<file path="src/rtl/add_not_unit_if.sv">
// Operand/result bundle for the registered add/complement unit.
// The master drives operands and op; the slave returns registered results.
interface add_not_unit_if #(
   parameter int WIDTH = 32
);
   logic             in_valid;
   logic [1:0]       op;
   logic [WIDTH-1:0] Ra;
   logic [WIDTH-1:0] Rb;
   logic             cin;
   logic [WIDTH-1:0] Rz;
   logic             cout;
   logic             out_valid;

   modport master (
      output in_valid, op, Ra, Rb, cin,
      input  Rz, cout, out_valid
   );

   modport slave (
      input  in_valid, op, Ra, Rb, cin,
      output Rz, cout, out_valid
   );
endinterface

</file>
<file path="src/rtl/add_not_unit.sv">
// Registered add/complement unit: ADD, NOT, NEG and SUB share one carry-lookahead
// adder whose operands are pre-conditioned by a complement stage; one-cycle latency.
module add_not_unit #(
   parameter int WIDTH = 32
) (
   input  logic         clk,
   input  logic         clr,
   add_not_unit_if.slave bus
);

   typedef enum logic [1:0] {
      OP_ADD = 2'b00,
      OP_NOT = 2'b01,
      OP_NEG = 2'b10,
      OP_SUB = 2'b11
   } op_e;

   localparam int NGRP = WIDTH / 4;

   logic [WIDTH-1:0] add_a;
   logic [WIDTH-1:0] add_b;
   logic             add_cin;
   logic [WIDTH-1:0] add_sum;
   logic [NGRP:0]    grp_c;

   logic [WIDTH-1:0] rz_q, rz_d;
   logic             cout_q, cout_d;
   logic             out_valid_q, out_valid_d;

   // Operand conditioning: NOT/NEG are ~Ra (+0 or +1) with Rb forced to zero,
   // so Rb never reaches the adder for those ops.
   always_comb begin
      add_a   = bus.Ra;
      add_b   = bus.Rb;
      add_cin = bus.cin;
      unique case (op_e'(bus.op))
         OP_ADD: begin
            add_a   = bus.Ra;
            add_b   = bus.Rb;
            add_cin = bus.cin;
         end
         OP_NOT: begin
            add_a   = ~bus.Ra;
            add_b   = '0;
            add_cin = 1'b0;
         end
         OP_NEG: begin
            add_a   = ~bus.Ra;
            add_b   = '0;
            add_cin = 1'b1;
         end
         OP_SUB: begin
            add_a   = bus.Ra;
            add_b   = ~bus.Rb;
            add_cin = 1'b1;
         end
         default: ;
      endcase
   end

   assign grp_c[0] = add_cin;

   // Eight 4-bit lookahead groups; group carries ripple from one to the next.
   for (genvar g = 0; g < NGRP; g++) begin : g_cla
      logic [3:0] gg;
      logic [3:0] pp;
      logic [4:0] c;

      assign gg   = add_a[4*g +: 4] & add_b[4*g +: 4];
      assign pp   = add_a[4*g +: 4] ^ add_b[4*g +: 4];
      assign c[0] = grp_c[g];
      assign c[1] = gg[0] | (pp[0] & c[0]);
      assign c[2] = gg[1] | (pp[1] & gg[0]) | (pp[1] & pp[0] & c[0]);
      assign c[3] = gg[2] | (pp[2] & gg[1]) | (pp[2] & pp[1] & gg[0])
                  | (pp[2] & pp[1] & pp[0] & c[0]);
      assign c[4] = gg[3] | (pp[3] & gg[2]) | (pp[3] & pp[2] & gg[1])
                  | (pp[3] & pp[2] & pp[1] & gg[0])
                  | (pp[3] & pp[2] & pp[1] & pp[0] & c[0]);

      assign add_sum[4*g +: 4] = pp ^ c[3:0];
      assign grp_c[g+1]        = c[4];
   end

   // Invalid cycles hold the last result; only the valid flag follows the input.
   always_comb begin
      rz_d        = rz_q;
      cout_d      = cout_q;
      out_valid_d = bus.in_valid;
      if (bus.in_valid) begin
         rz_d   = add_sum;
         cout_d = grp_c[NGRP];
      end
   end

   // NOTE: state registers use non-blocking assignments so every flop samples
   // pre-edge values; reset is asynchronous and clears outputs without a clock.
   always_ff @(posedge clk or negedge clr) begin
      if (!clr) begin
         rz_q        <= '0;
         cout_q      <= 1'b0;
         out_valid_q <= 1'b0;
      end else begin
         rz_q        <= rz_d;
         cout_q      <= cout_d;
         out_valid_q <= out_valid_d;
      end
   end

   assign bus.Rz        = rz_q;
   assign bus.cout      = cout_q;
   assign bus.out_valid = out_valid_q;

endmodule

</file>
<file path="src/flat_wrapper.sv">
// flat-port wrapper written by rule: the top's interface ports become plain ports
module add_not_unit_flat 
#(
   parameter int WIDTH = 32
)
  (clk, clr, bus_in_valid, bus_op, bus_Ra, bus_Rb, bus_cin, bus_Rz, bus_cout, bus_out_valid);
  add_not_unit_if #(.WIDTH(WIDTH)) bus_i ();
  input  logic clk;
  input  logic clr;
  input wire logic [$bits(bus_i.in_valid)-1:0] bus_in_valid;
  input wire logic [$bits(bus_i.op)-1:0] bus_op;
  input wire logic [$bits(bus_i.Ra)-1:0] bus_Ra;
  input wire logic [$bits(bus_i.Rb)-1:0] bus_Rb;
  input wire logic [$bits(bus_i.cin)-1:0] bus_cin;
  output wire logic [$bits(bus_i.Rz)-1:0] bus_Rz;
  output wire logic [$bits(bus_i.cout)-1:0] bus_cout;
  output wire logic [$bits(bus_i.out_valid)-1:0] bus_out_valid;
  assign bus_i.in_valid = bus_in_valid;
  assign bus_i.op = bus_op;
  assign bus_i.Ra = bus_Ra;
  assign bus_i.Rb = bus_Rb;
  assign bus_i.cin = bus_cin;
  assign bus_Rz = bus_i.Rz;
  assign bus_cout = bus_i.cout;
  assign bus_out_valid = bus_i.out_valid;
  add_not_unit #(.WIDTH(WIDTH)) u_core (.clk(clk), .clr(clr), .bus(bus_i));
endmodule
</file>
<file path="config.mk">
export PLATFORM = sky130hd
export DESIGN_NAME = add_not_unit_flat
export DESIGN_NICKNAME = d
export VERILOG_FILES = /design/src/rtl/add_not_unit_if.sv /design/src/rtl/add_not_unit.sv /design/src/flat_wrapper.sv
export SDC_FILE = /design/constraint.sdc
export NUM_CORES = 1
export LEC_CHECK = 0
export CORE_MARGIN = 2
export CORE_UTILIZATION = 40
export DETAILED_ROUTE_END_ITERATION = 7
export DONT_BUFFER_PORTS = 1
export HOLD_SLACK_MARGIN = 0.03
export SLEW_MARGIN = 15
export SYNTH_ARGS = -nofsm -noshare
export SYNTH_HDL_FRONTEND = slang
export SYNTH_SLANG_ARGS = --single-unit
</file>
<file path="constraint.sdc">
create_clock -name clk -period 1.1 [get_ports clk]
set_clock_uncertainty 0.2 [all_clocks]
set_input_delay 0.165 -clock clk [delete_from_list [all_inputs] [get_ports clk]]
set_output_delay 0.165 -clock clk [all_outputs]
set_load 0.005 [all_outputs]
</file>
==> run_results.csv <==
group,metric,value,unit
cts,cts_tree,"done",
sta,rsz0062_at_grt,"yes",
cts,clkTransAtPathRegs,0.08,ns
die,die_area,9059,sq um
sta,final_max_slew_viol_count,0,
critical_path,crit_path_max_fanout,5,
placement,numPortBuffers,0,
route,antenna_left,0,
sta,finalSetupViolCount,36,
placement,dp_hpwl,7006,um
cts,root_buffer,"clkbuf_8",
route,routed_wl,10200,um
cts,numCtsBuffers,5,
synthesis,ys_async_sr_fraction,100.0,%
route,detail_route.wl_per_cell,17.19,um
route,via_per_inst,5.378,
global_route,track_usage,21.88,%
finish,final_cell_mix,"buf_4 (91), nand2_1 (53), dfrtp_1 (34), ha_1 (28), xor2_1 (25)",
die,fp.dieH,95.18,um
die,core-area,8134,sq um
pwr,p_per_area,1323,nW/um^2
sta,holdWs,-0.6375,ns
critical_path,end_kind,"flop",
finish,mostFrequentLayoutCell,"buf_4",
placement,dp.cells,548,
route,drt_iter0_drc,153,
die,num_rows,33,
synthesis,synth_cells,382,
synthesis,synth.distinct_cells,47,
die,ios,104,
sta,fmax,0.3103,GHz
global_route,grt_pass1_wl,15580,um
cts,clkSinkCount,34,
critical_path,arrival,3.20,ns
synthesis,syn-cell-area,3326,sq um
global_route,grt_pass1_vias,3359,
synthesis,synth_nets,495,
cts,cts_buffer_depth,2,
pwr,ir_drop,696.9,uV
finish,final_cell_area,5019,sq um
finish,layout-drive-gt1-share,46.11,%
sta,min_period_over_period,293.0,%
critical_path,r2r_start,"u_core.bus.Rz[31]",
critical_path,crit_path_start,"bus_op[0]",
global_route,grt_use_met1,25.68,%
die,initial_utilization,40.89,%
global_route,grt_antenna_before_repair,0,
global_route,gr-usage-met3,6.166,%
sta,relSlewSlack,78.45,%
status,outcome,"finished, violations left",
sta,timing_worst_slew_pin_value,0.3187,ns
critical_path,rr_worst_depth,3,
finish,num_antenna_cells,0,
finish,nets,601,
critical_path,critPathKind,"in2reg",
sta,fin_crit,3.223,ns
cts,h-tree-depth,2,
critical_path,reg2reg_slack,-0.07,ns
sta,finalHoldViolCount,63,
synthesis,avgSynthCellArea,8.706,sq um
sta,fin_ws,-2.123,ns
synthesis,ys.flop_type,"dfrtp_1",
synthesis,synth_edf_count,0,
finish,stdcell_count,593,
status,violations,"negative hold slack, negative setup slack",
hold_path,min_path_type,"in2async",
route,drc,0,
synthesis,ys_seq_area_share,25.58,%
finish,syn2layout_area_growth,50.90,%
global_route,gr-max-usage-layer,"met2",
route,num_vias,3189,
finish,fin_util,61.70,%
global_route,grt.overflow.total,0,
placement,dpl_cell_area,4110,sq um
synthesis,synth-seq-cells,34,
critical_path,startpoint_type,"primary input",
critical_path,reg2reg_to,"u_core.bus.Rz[31]",
die,fp.dieW,95.18,um
placement,place_congestion,0.7952,
global_route,use_met2,39.61,%
critical_path,crit_required,1.08,ns
synthesis,yosys_warnings,0,
global_route,grt_max_degree,43,
pwr,leakagePower,2.315,nW
route,firstDrtPassIters,4,
cts,worstSkewPairLatency,0.28,ns
flow_run,max_cap_violations,0,
## final cells by class
class | instances | area (sq um)
Clock buffer | 5 | 68.82
Clock inverter | 2 | 10.01
Fill cell | 632 | 3115
Inverter | 11 | 66.31
Multi-Input combinational cell | 322 | 2912
Sequential cell | 34 | 850.8
Tap cell | 105 | 131.4
Timing Repair Buffer | 114 | 979.7
## worst max-delay path, stage by stage
cell and delay [ns]:
inv_12 0.01, ha_4 0.32, buf_6 0.15, xor2_1 0.15, ha_1 0.27, a21o_1 0.20, a21o_1 0.18, a21oi_2 0.19
o21a_1 0.16, nor2_2 0.06, o31ai_2 0.32, a21boi_2 0.10, or2_4 0.26, fa_2 0.40, mux2_4 0.26
## cells in the mapped netlist, drive strengths merged (3+ instances only)
| master | count | area, sq um |
|---|---|---|
| fa | 8 | 160.2 |
| o31ai | 4 | 30.03 |
| nor2 | 18 | 67.56 |
| a21oi | 20 | 103.9 |
| o21a | 6 | 45.04 |
| xnor2 | 14 | 122.6 |
| buf | 8 | 37.54 |
| or3 | 7 | 48.80 |
| clkbuf | 8 | 30.03 |
| nand3 | 7 | 40.04 |
| xor2 | 33 | 289.0 |
| a31oi | 4 | 31.28 |
| a21o | 11 | 82.58 |
| dfrtp | 34 | 850.8 |
| inv | 11 | 41.29 |
| nor3 | 5 | 25.02 |
| nor2b | 7 | 43.79 |
| ha | 35 | 437.9 |
| o21ai | 37 | 188.9 |
| a31o | 3 | 26.28 |
| nand2 | 56 | 210.2 |
| nand4 | 4 | 25.02 |
| or2 | 3 | 18.77 |
| mux2 | 15 | 168.9 |
## per-stage QoR
stage                     setup TNS [ns]  worst slack (ns)  power, mW
after floorplan                   -56.70            -2.529      3.835
after global placement            -59.97            -2.540      4.704
after detailed placement          -61.30            -2.608      4.782
after CTS                         -50.07            -2.121      6.291
after global routing              -56.02            -2.228      7.117
final                             -52.79            -2.123      6.638
## repair_timing
| item | CTS | global route |
|---|---|---|
| endpoints found under the setup margin | 36 | 39 |
| hold endpoints to repair | 63 | 63 |
| pin swaps | 62 | 46 |
| buffers inserted | 25 | 15 |
| gates cloned | 2 | 0 |
| resized for setup | 60 | 57 |
## registers in the layout, indices dropped and copies added, names as in the netlist
register and cells:
u_core.bus.Rz 32, u_core.bus.out_valid 1, u_core.bus.cout 1
## layer usage
metal,share of wire [%],vias to the layer above,wire (um)
met2,53,94,5362
li1,-,1543,-
met1,39,1537,4027
met3,6.6,15,674
met4,1.3,0,133
met5,0,-,0
## report_power, final
| part | switching (mW) | total (mW) | internal (mW) |
|---|---|---|---|
| Clock | 0.501 | 0.928 | 0.426 |
| Combinational | 1.56 | 3.68 | 2.12 |
| Sequential | 0.348 | 2.03 | 1.68 |
## kinds of logic after synthesis
kind of cell,after synthesis,share of synthesized area [%]
DFF,34,25.58
adders and majority gates,43,17.98
and+or+nand+nor,120,17.31
AOI/OAI and AO/OA,96,18.40
buffers and inverters,27,3.273
xor gates and xnor gates,47,12.38
muxes,15,5.079
## how the worst max path moves through the flow
stage / to / cells after the start
detailed placement: u_core.bus.Rz[28] / 15
global route: u_core.bus.Rz[28] / 15
global placement: u_core.bus.Rz[28] / 16
CTS: u_core.bus.Rz[28] / 15
finish: u_core.bus.Rz[28] / 15
floorplan: u_core.bus.Rz[28] / 16
(Power assumes the default switching activity.)
